**config.mk**
```make
export PLATFORM = sky130hd
export DESIGN_NAME = multicycle_core_flat
export DESIGN_NICKNAME = d
export VERILOG_FILES = /design/src/rtl/multicycle_core_if.sv /design/src/rtl/multicycle_core.sv /design/src/flat_wrapper.sv
export SDC_FILE = /design/constraint.sdc
export NUM_CORES = 2
export LEC_CHECK = 0
export CAP_MARGIN = 20
export CORE_MARGIN = 4
export CORE_UTILIZATION = 45
export DETAILED_ROUTE_END_ITERATION = 8
export SLEW_MARGIN = 40
export SYNTH_ARGS = -nofsm -noshare
export SYNTH_HDL_FRONTEND = slang
export SYNTH_SLANG_ARGS = --single-unit
```
**constraint.sdc**
```tcl
create_clock -name clk_i -period 49.6 [get_ports clk_i]
set_input_delay 7.44 -clock clk_i [delete_from_list [all_inputs] [get_ports clk_i]]
set_output_delay 7.44 -clock clk_i [all_outputs]
set_load 0.05 [all_outputs]
```
**src/rtl/multicycle_core_if.sv**
```systemverilog
// Instruction and data memory buses of multicycle_core; the core drives the master modport.
interface multicycle_core_if #(
    parameter int XLEN = 32
);
    logic            imem_req_o;
    logic [31:0]     imem_addr_o;
    logic [31:0]     imem_rdata_i;
    logic            imem_ready_i;
    logic            dmem_req_o;
    logic            dmem_we_o;
    logic [31:0]     dmem_addr_o;
    logic [XLEN-1:0] dmem_wdata_o;
    logic [XLEN-1:0] dmem_rdata_i;
    logic            dmem_ready_i;

    modport master (
        output imem_req_o, imem_addr_o,
        input  imem_rdata_i, imem_ready_i,
        output dmem_req_o, dmem_we_o, dmem_addr_o, dmem_wdata_o,
        input  dmem_rdata_i, dmem_ready_i
    );

    modport slave (
        input  imem_req_o, imem_addr_o,
        output imem_rdata_i, imem_ready_i,
        input  dmem_req_o, dmem_we_o, dmem_addr_o, dmem_wdata_o,
        output dmem_rdata_i, dmem_ready_i
    );
endinterface

```
**src/rtl/multicycle_core.sv**
```systemverilog
// Multicycle RV-subset core (add/sub/and/or/addi/lw/sw/beq) with FETCH/DECODE/EXEC/MEM/WB sequencing.
// Optional multiplier: define MULTICYCLE_CORE_MUL_EN to decode and execute mul.
module multicycle_core #(
    parameter int          XLEN     = 32,
    parameter logic [31:0] RESET_PC = 32'h0
) (
    input  logic              clk_i,
    input  logic              rst_i,
    input  logic              start_i,
    multicycle_core_if.master bus,
    output logic [31:0]       pc_o,
    output logic              retire_o,
    output logic              halt_o
);

    localparam logic [6:0] OP_RTYPE  = 7'b0110011;
    localparam logic [6:0] OP_ADDI   = 7'b0010011;
    localparam logic [6:0] OP_LOAD   = 7'b0000011;
    localparam logic [6:0] OP_STORE  = 7'b0100011;
    localparam logic [6:0] OP_BRANCH = 7'b1100011;

    typedef enum logic [2:0] {
        IDLE,
        FETCH,
        DECODE,
        EXEC,
        MEM,
        WB,
        HALT
    } state_t;

    state_t r_state;
    state_t w_nextState;

    logic [31:0]     r_pc;
    logic [31:0]     r_instr;
    logic [XLEN-1:0] r_regs [32];
    logic [XLEN-1:0] r_rs1Val;
    logic [XLEN-1:0] r_rs2Val;
    logic [XLEN-1:0] r_imm;
    logic [XLEN-1:0] r_alu;
    logic [XLEN-1:0] r_load;

    logic [6:0]      w_opcode;
    logic [6:0]      w_funct7;
    logic [2:0]      w_funct3;
    logic [4:0]      w_rd;
    logic [4:0]      w_rs1;
    logic [4:0]      w_rs2;
    logic            w_isRtype;
    logic            w_isLoad;
    logic            w_isStore;
    logic            w_isBranch;
    logic            w_legal;
    logic [XLEN-1:0] w_immI;
    logic [XLEN-1:0] w_immS;
    logic [XLEN-1:0] w_immB;
    logic [XLEN-1:0] w_imm;
    logic [XLEN-1:0] w_rs1Data;
    logic [XLEN-1:0] w_rs2Data;
    logic [XLEN-1:0] w_alu;
    logic [31:0]     w_pcPlus4;
    logic [31:0]     w_branchTarget;
    logic            w_taken;

    assign w_opcode   = r_instr[6:0];
    assign w_rd       = r_instr[11:7];
    assign w_funct3   = r_instr[14:12];
    assign w_rs1      = r_instr[19:15];
    assign w_rs2      = r_instr[24:20];
    assign w_funct7   = r_instr[31:25];
    assign w_isRtype  = (w_opcode == OP_RTYPE);
    assign w_isLoad   = (w_opcode == OP_LOAD);
    assign w_isStore  = (w_opcode == OP_STORE);
    assign w_isBranch = (w_opcode == OP_BRANCH);

    always_comb begin
        w_legal = 1'b0;
        case (w_opcode)
            OP_RTYPE: begin
                case ({w_funct7, w_funct3})
                    {7'b0000000, 3'b000},
                    {7'b0100000, 3'b000},
                    {7'b0000000, 3'b111},
                    {7'b0000000, 3'b110}: w_legal = 1'b1;
`ifdef MULTICYCLE_CORE_MUL_EN
                    {7'b0000001, 3'b000}: w_legal = 1'b1;
`endif
                    default:              w_legal = 1'b0;
                endcase
            end
            OP_ADDI, OP_BRANCH: w_legal = (w_funct3 == 3'b000);
            OP_LOAD, OP_STORE:  w_legal = (w_funct3 == 3'b010);
            default:            w_legal = 1'b0;
        endcase
    end

    // The B immediate holds offset bits [12:1]; EXEC restores the implicit zero LSB.
    assign w_immI = {{(XLEN-12){r_instr[31]}}, r_instr[31:20]};
    assign w_immS = {{(XLEN-12){r_instr[31]}}, r_instr[31:25], r_instr[11:7]};
    assign w_immB = {{(XLEN-12){r_instr[31]}}, r_instr[31], r_instr[7], r_instr[30:25], r_instr[11:8]};
    assign w_imm  = w_isStore ? w_immS : (w_isBranch ? w_immB : w_immI);

    assign w_rs1Data = (w_rs1 == 5'd0) ? '0 : r_regs[w_rs1];
    assign w_rs2Data = (w_rs2 == 5'd0) ? '0 : r_regs[w_rs2];

    always_comb begin
        w_alu = r_rs1Val + r_imm;
        if (w_isRtype) begin
            case (w_funct3)
                3'b111:  w_alu = r_rs1Val & r_rs2Val;
                3'b110:  w_alu = r_rs1Val | r_rs2Val;
                default: begin
                    if (w_funct7[5]) begin
                        w_alu = r_rs1Val - r_rs2Val;
`ifdef MULTICYCLE_CORE_MUL_EN
                    end else if (w_funct7[0]) begin
                        w_alu = r_rs1Val * r_rs2Val;
`endif
                    end else begin
                        w_alu = r_rs1Val + r_rs2Val;
                    end
                end
            endcase
        end
    end

    assign w_pcPlus4      = r_pc + 32'd4;
    assign w_branchTarget = r_pc + {r_imm[30:0], 1'b0};
    assign w_taken        = (r_rs1Val == r_rs2Val);

    always_ff @(posedge clk_i or posedge rst_i) begin
        if (rst_i) begin
            r_state <= IDLE;
        end else begin
            r_state <= w_nextState;
        end
    end

    always_comb begin
        w_nextState      = r_state;
        bus.imem_req_o   = 1'b0;
        bus.dmem_req_o   = 1'b0;
        bus.dmem_we_o    = 1'b0;
        retire_o         = 1'b0;
        halt_o           = 1'b0;
        case (r_state)
            IDLE: begin
                if (start_i) w_nextState = FETCH;
            end
            FETCH: begin
                bus.imem_req_o = 1'b1;
                if (bus.imem_ready_i) w_nextState = DECODE;
            end
            DECODE: begin
                w_nextState = w_legal ? EXEC : HALT;
            end
            EXEC: begin
                if (w_isBranch) begin
                    retire_o    = 1'b1;
                    w_nextState = FETCH;
                end else if (w_isLoad || w_isStore) begin
                    w_nextState = MEM;
                end else begin
                    w_nextState = WB;
                end
            end
            MEM: begin
                bus.dmem_req_o = 1'b1;
                bus.dmem_we_o  = w_isStore;
                if (bus.dmem_ready_i) begin
                    retire_o    = w_isStore;
                    w_nextState = w_isStore ? FETCH : WB;
                end
            end
            WB: begin
                retire_o    = 1'b1;
                w_nextState = FETCH;
            end
            HALT: begin
                halt_o = 1'b1;
            end
            default: w_nextState = IDLE;
        endcase
    end

    // Every architectural update is gated by state, so a reset mid-access drops any pending result.
    always_ff @(posedge clk_i or posedge rst_i) begin
        if (rst_i) begin
            r_pc     <= RESET_PC;
            r_instr  <= '0;
            r_rs1Val <= '0;
            r_rs2Val <= '0;
            r_imm    <= '0;
            r_alu    <= '0;
            r_load   <= '0;
        end else begin
            case (r_state)
                FETCH: begin
                    if (bus.imem_ready_i) r_instr <= bus.imem_rdata_i;
                end
                DECODE: begin
                    r_rs1Val <= w_rs1Data;
                    r_rs2Val <= w_rs2Data;
                    r_imm    <= w_imm;
                end
                EXEC: begin
                    r_alu <= w_alu;
                    if (w_isBranch) r_pc <= w_taken ? w_branchTarget : w_pcPlus4;
                end
                MEM: begin
                    if (bus.dmem_ready_i) begin
                        if (w_isStore) r_pc <= w_pcPlus4;
                        else           r_load <= bus.dmem_rdata_i;
                    end
                end
                WB: begin
                    r_pc <= w_pcPlus4;
                end
                default: ;
            endcase
        end
    end

    always_ff @(posedge clk_i or posedge rst_i) begin
        if (rst_i) begin
            for (int i = 0; i < 32; i++) r_regs[i] <= '0;
        end else if (r_state == WB && w_rd != 5'd0) begin
            r_regs[w_rd] <= w_isLoad ? r_load : r_alu;
        end
    end

    assign bus.imem_addr_o  = r_pc;
    assign bus.dmem_addr_o  = r_alu[31:0];
    assign bus.dmem_wdata_o = r_rs2Val;
    assign pc_o             = r_pc;

endmodule

```
**src/flat_wrapper.sv**
```systemverilog
// flat-port wrapper written by rule: the top's interface ports become plain ports
module multicycle_core_flat 
#(
    parameter int          XLEN     = 32,
    parameter logic [31:0] RESET_PC = 32'h0
)
  (clk_i, rst_i, start_i, pc_o, retire_o, halt_o, bus_imem_req_o, bus_imem_addr_o, bus_imem_rdata_i, bus_imem_ready_i, bus_dmem_req_o, bus_dmem_we_o, bus_dmem_addr_o, bus_dmem_wdata_o, bus_dmem_rdata_i, bus_dmem_ready_i);
  multicycle_core_if #(.XLEN(XLEN)) bus_i ();
  input  logic clk_i;
  input  logic rst_i;
  input  logic start_i;
  output logic [31:0] pc_o;
  output logic retire_o;
  output logic halt_o;
  output wire logic [$bits(bus_i.imem_req_o)-1:0] bus_imem_req_o;
  output wire logic [$bits(bus_i.imem_addr_o)-1:0] bus_imem_addr_o;
  input wire logic [$bits(bus_i.imem_rdata_i)-1:0] bus_imem_rdata_i;
  input wire logic [$bits(bus_i.imem_ready_i)-1:0] bus_imem_ready_i;
  output wire logic [$bits(bus_i.dmem_req_o)-1:0] bus_dmem_req_o;
  output wire logic [$bits(bus_i.dmem_we_o)-1:0] bus_dmem_we_o;
  output wire logic [$bits(bus_i.dmem_addr_o)-1:0] bus_dmem_addr_o;
  output wire logic [$bits(bus_i.dmem_wdata_o)-1:0] bus_dmem_wdata_o;
  input wire logic [$bits(bus_i.dmem_rdata_i)-1:0] bus_dmem_rdata_i;
  input wire logic [$bits(bus_i.dmem_ready_i)-1:0] bus_dmem_ready_i;
  assign bus_imem_req_o = bus_i.imem_req_o;
  assign bus_imem_addr_o = bus_i.imem_addr_o;
  assign bus_i.imem_rdata_i = bus_imem_rdata_i;
  assign bus_i.imem_ready_i = bus_imem_ready_i;
  assign bus_dmem_req_o = bus_i.dmem_req_o;
  assign bus_dmem_we_o = bus_i.dmem_we_o;
  assign bus_dmem_addr_o = bus_i.dmem_addr_o;
  assign bus_dmem_wdata_o = bus_i.dmem_wdata_o;
  assign bus_i.dmem_rdata_i = bus_dmem_rdata_i;
  assign bus_i.dmem_ready_i = bus_dmem_ready_i;
  multicycle_core #(.XLEN(XLEN), .RESET_PC(RESET_PC)) u_core (.clk_i(clk_i), .rst_i(rst_i), .start_i(start_i), .bus(bus_i), .pc_o(pc_o), .retire_o(retire_o), .halt_o(halt_o));
endmodule
```
After elaboration in Yosys (flattened, before gate mapping)
Index checks and enable logic that the tools add are counted.

Eq/ne operators: 23. Bitwise operators: 7. $add $sub $neg: 5. Order comparisons: 4. Reduce and logical (&&, ||, !) cells: 17. Mux-type cells: 39.

Operator list (count): 1024-bit bitwise mux (1); 32-bit 2-to-1 mux (14); 32-bit binary-select mux with 5-bit select (2); 32-bit demux with 5-bit select (1); 32-bit adder (3); 32-bit case mux with 3 select lines (1); 32-bit case mux with 2 select lines (1); 32-bit by 3-bit adder with 32-bit output (second input constant) (1); 32-bit AND (1); 32-bit == test (1); 32-bit OR (1); 32-bit subtractor (1); 11-bit 2-to-1 mux (2); 3-bit case mux with 7 select lines (1); 10-bit by 3-bit == test with 1-bit output (second input constant) (2); 6-bit greater-or-equal comparator (second input constant) (3); 3-bit 2-to-1 mux (6); 5-bit inverter with 6-bit output (3); 3-bit == test (second input constant) (5); 7-bit by 6-bit == test with 1-bit output (second input constant) (2); 10-bit by 9-bit == test with 1-bit output (second input constant) (1); 10-bit logical NOT (1); 5-bit logical NOT (2); 3-bit by 2-bit == test with 1-bit output (second input constant) (3); 20 further kinds (36).

Bits of input ports: 69. Word-level logic and storage cells: 135. Flip-flop bits (word level): 1231. Output and inout port bits: 133.

Depth between registers and ports, before layout
Word-level depth: 6. Depth in mapped cells: 15.

Least setup slack after synthesis
OpenSTA, ideal clock, no wires.

Kind: input-to-output. Start: input bus_dmem_ready_i. End: output retire_o. Arrival: 8.800 ns. Buffers on the path: 2. Slack: 33.360 ns. Stages: 5. Required time: 42.160 ns. Cells stage by stage: a31oi_1 > o22a_1 > inv_1 > clkbuf_1 > buf_1.

Cells in the longest elaborated chain, start to end: 2.

RTL lines: from (decl) (RTL line flat_wrapper.sv:24) `input wire logic [$bits(bus_i.dmem_ready_i)-1:0] bus_dmem_ready_i;`; 1-bit 2-to-1 mux (RTL line multicycle_core.sv:171) `if (bus.dmem_ready_i) begin`; 1-bit case mux with 3 select lines (RTL line multicycle_core.sv:147) `case (r_state)`; to (decl) (RTL line flat_wrapper.sv:13) `output logic retire_o;`.

Every way passes these cells.

Worst setup path in the final report
Same ends and word-level chain as after synthesis.

==> flow_summary.yaml <==
power:
  seqPwrFrac_pct: 31.0
  combPwrFrac_pct: 48.7
  power_w: 0.00520
  p_clk_share_pct: 20.3
  irDropWorstVdd_uv: 42.4
  swShare_pct: 44.2
  p_int_w: 0.00290
  power_switching_w: 0.00230
  powerDensity_nw_per_um2: 67.2
  p_leak_nw: 32.8
clock_network:
  cts_inserted_buffers: 136
  cts.sinks: 1230
  clk_pin_slew_worst_paths_ns: 0.06
  cts_hold_buf: 0
  insertion_delay_ns: 0.79
  cts_tree: "yes"
  cts_setup_buffers: 0
  htreeDepth: 4
  cts_root_buf: "clkbuf_16"
  clock_path_buffers: 3
  post_cts_resized: 0
timing:
  grt_setup_unrepaired: "false"
  slew_headroom_pct: 36.6
  skew_ns: 0.0269
  max_freq_ghz: 0.0591
  period_share_pct: 34.1
  fin_crit_ns: 16.91
  finalHoldViolations: 0
  tns_ns: 0
  whs_ns: 0.396
  worst_slew_pin_slew_ns: 0.946
  final-setup-viol-count: 0
  drv_slew: 0
logic_synthesis:
  synth_top_area_share_pct: 44.8
  synthTopCellsByArea: "dfrtp_1, mux4_2, o21ai_0, a21oi_1, nand2_1"
  synth_cells: 6555
  async_flop_share_pct: 100
  synth_cell_type_count: 86
  avgSynthCellArea_um2: 10.5
  ys.flop_type: "dfrtp_1"
  ys_warn_count: 0
  synth_edf_count: 0
  post-synth-top-area-cell: "dfrtp_1"
  synth_seq_cells: 1230
  syn-cell-area_um2: 68700
  yosysSeqAreaShare_pct: 44.8
setup_path:
  worst_path_max_delay_cell: "clkdlybuf4s50_1"
  critical_path_buf_inv_count: 4
  arrival_ns: 9.47
  worstSetupStartpointType: "input pin"
  worstReg2RegStart: "u_core.r_instr[20]"
  slowest_delay_ns: 0.81
  endpoint_kind: "output port"
  worst-setup-path-type: "in2out"
  cp_top_family: "buffers and inverters"
  crit_top_cell: "clkdlybuf4s50_1"
  critPathMaxFanout: 33
  ff2ff_path_depth: 9
  rrSetupSlack_ns: 44.68
  worstPathCellList: "clkdlybuf4s50_1, a31oi_1, o22a_1, buf_4, inv_1, clkdlybuf4s50_1"
  reg2reg_to: "u_core.bus.dmem_wdata_o[8]"
  crit_required_ns: 42.16
global_routing:
  grt_pass1_vias: 52824
  grt_start_max_net_pins: 156
  track_usage_pct: 30.0
  grt.overflow.total: 0
  antenna_found_initial: 9
  grt_pass1_wl_mm: 354
detailed_routing:
  via_per_inst: 6.30
  drc: 0
  ant_nets: 0
  wire_per_inst_um: 28.1
  vias: 53716
  dr.pass1.iters: 6
  wl_mm: 240
  first_iter_violations: 5485
die:
  die_w_um: 399
  core_um2: 152000
  die-area_um2: 159000
  die_h_um: 399
  num_rows: 143
  start_util_pct: 45.2
  io-pin-count: 202
place:
  post-dp-hpwl_mm: 149
  gp_congestion: 0.941
  io_buffers: 199
  place_inst: 8289
layout:
  layout_common_cells: "dfrtp_1, nand2_1, o21ai_0, a21oi_1, nor2_1"
  nFillCells: 13480
  fin_nets: 6638
  register_area_um2: 30800
  layoutNonFillerInstCount: 8528
  layout_commonest_cell: "dfrtp_1"
  drive_gt1_share_pct: 17.1
  synthToLayoutAreaGrowth_pct: 12.6
  multi_input_area_um2: 35400
min_path:
  hp-start: "u_core.r_regs[996]"
  hold_depth: 0
  holdPathEnd: "u_core.r_regs[996]"
  hp-class: "reg2reg"
flow_run:
  drv_cap: 0
status:
  status: "completed"
## how the worst max path moves through the flow
stage / start / to / slack [ns] / depth (start not counted)
2_1_floorplan: rst_i / u_core.bus.dmem_addr_o[0] / 7.50 / 1
3_3_place_gp: bus_dmem_ready_i / retire_o / 32.69 / 6
3_5_place_dp: bus_dmem_ready_i / retire_o / 32.70 / 6
4_1_cts: bus_dmem_ready_i / retire_o / 32.69 / 6
5_1_grt: bus_dmem_ready_i / retire_o / 32.63 / 6
6_report: bus_dmem_ready_i / retire_o / 32.69 / 6
## kinds of logic after synthesis
kind of cell | Yosys count | share of synthesized area, %
buffers and inverters | 769 | 4.50
xor gates and xnor gates | 76 | 0.969
muxes | 829 | 21.4
and+or+nand+nor | 1605 | 9.59
AOI/OAI and AO/OA | 1877 | 15.6
DFF | 1230 | 44.8
other | 1 | 0.00546
adders and majority gates | 168 | 3.10
## synth_stat cells (5+ instances only)
library cell	n
o221ai_1	42
or2_2	5
o211ai_1	39
nor4_1	12
nand4_1	21
a221oi_1	45
a31oi_1	30
mux2_2	123
dfrtp_1	1230
or3_1	13
and2_1	10
mux2i_1	208
o21ai_0	778
a21oi_1	608
a311oi_1	10
and3_1	16
o31ai_1	17
nor3_1	47
nor2_1	570
nand2b_1	25
o32ai_1	9
a22oi_1	6
nand3_1	37
o21a_1	14
a22o_1	16
a2111oi_0	5
buf_2	55
clkbuf_1	492
buf_4	37
mux4_2	498
inv_1	123
o22ai_1	95
nor2b_1	21
buf_1	61
nand2_1	798
a211oi_1	37
xnor2_1	54
xor2_1	22
a211o_1	5
a21o_1	47
nor3b_1	7
ha_1	164
a41oi_1	5
o21bai_1	23
## flip-flops by register name, indices dropped and copies added (netlist names)
register	count
u_core.r_load	32
u_core.r_regs	1024
u_core.bus.imem_addr_o	31
u_core.r_instr	32
u_core.bus.dmem_addr_o	32
u_core.r_rs1Val	32
u_core.r_state	3
u_core.bus.dmem_wdata_o	32
u_core.r_imm	12
## routing by layer
metal | part of all wire [%] | GRT usage [%] | up-vias | wire length (um)
met5 | 0.0075 | 0 | - | 18
met4 | 4.5 | 12.5 | 2 | 10800
met3 | 8.6 | 5.71 | 512 | 20600
met2 | 46 | 47.2 | 2418 | 110000
met1 | 41 | 41.1 | 27271 | 98400
li1 | - | - | 23513 | -
## stage by stage
stage	cell area [um^2]	setup WS [ns]	utilization, %
after CTS	77200	32.69	50.8
after floorplan	68700	7.50	-
after detailed placement	72600	32.70	47.8
after global placement	72100	32.69	47.5
final	77300	32.69	50.9
after global routing	77300	32.63	50.9
## power groups by stage
stage          sequential, W  clock, W  combinational [W]
2_1_floorplan        0.00158         0            0.00167
3_3_place_gp         0.00160         0            0.00245
3_5_place_dp         0.00162         0            0.00249
4_1_cts              0.00160   0.00107            0.00250
5_1_grt              0.00164   0.00111            0.00270
6_report             0.00161   0.00106            0.00253
## cell type report
cell class,count,share of cell area (%)
Clock inverter,34,0.712
Sequential cell,1230,39.9
Multi-Input combinational cell,4557,45.8
Inverter,124,0.618
Timing Repair Buffer,352,4.51
Tap cell,2030,3.29
Antenna cell,1,0.00324
Clock buffer,200,5.24
Note: power is estimated with default switching activity, not from simulation.
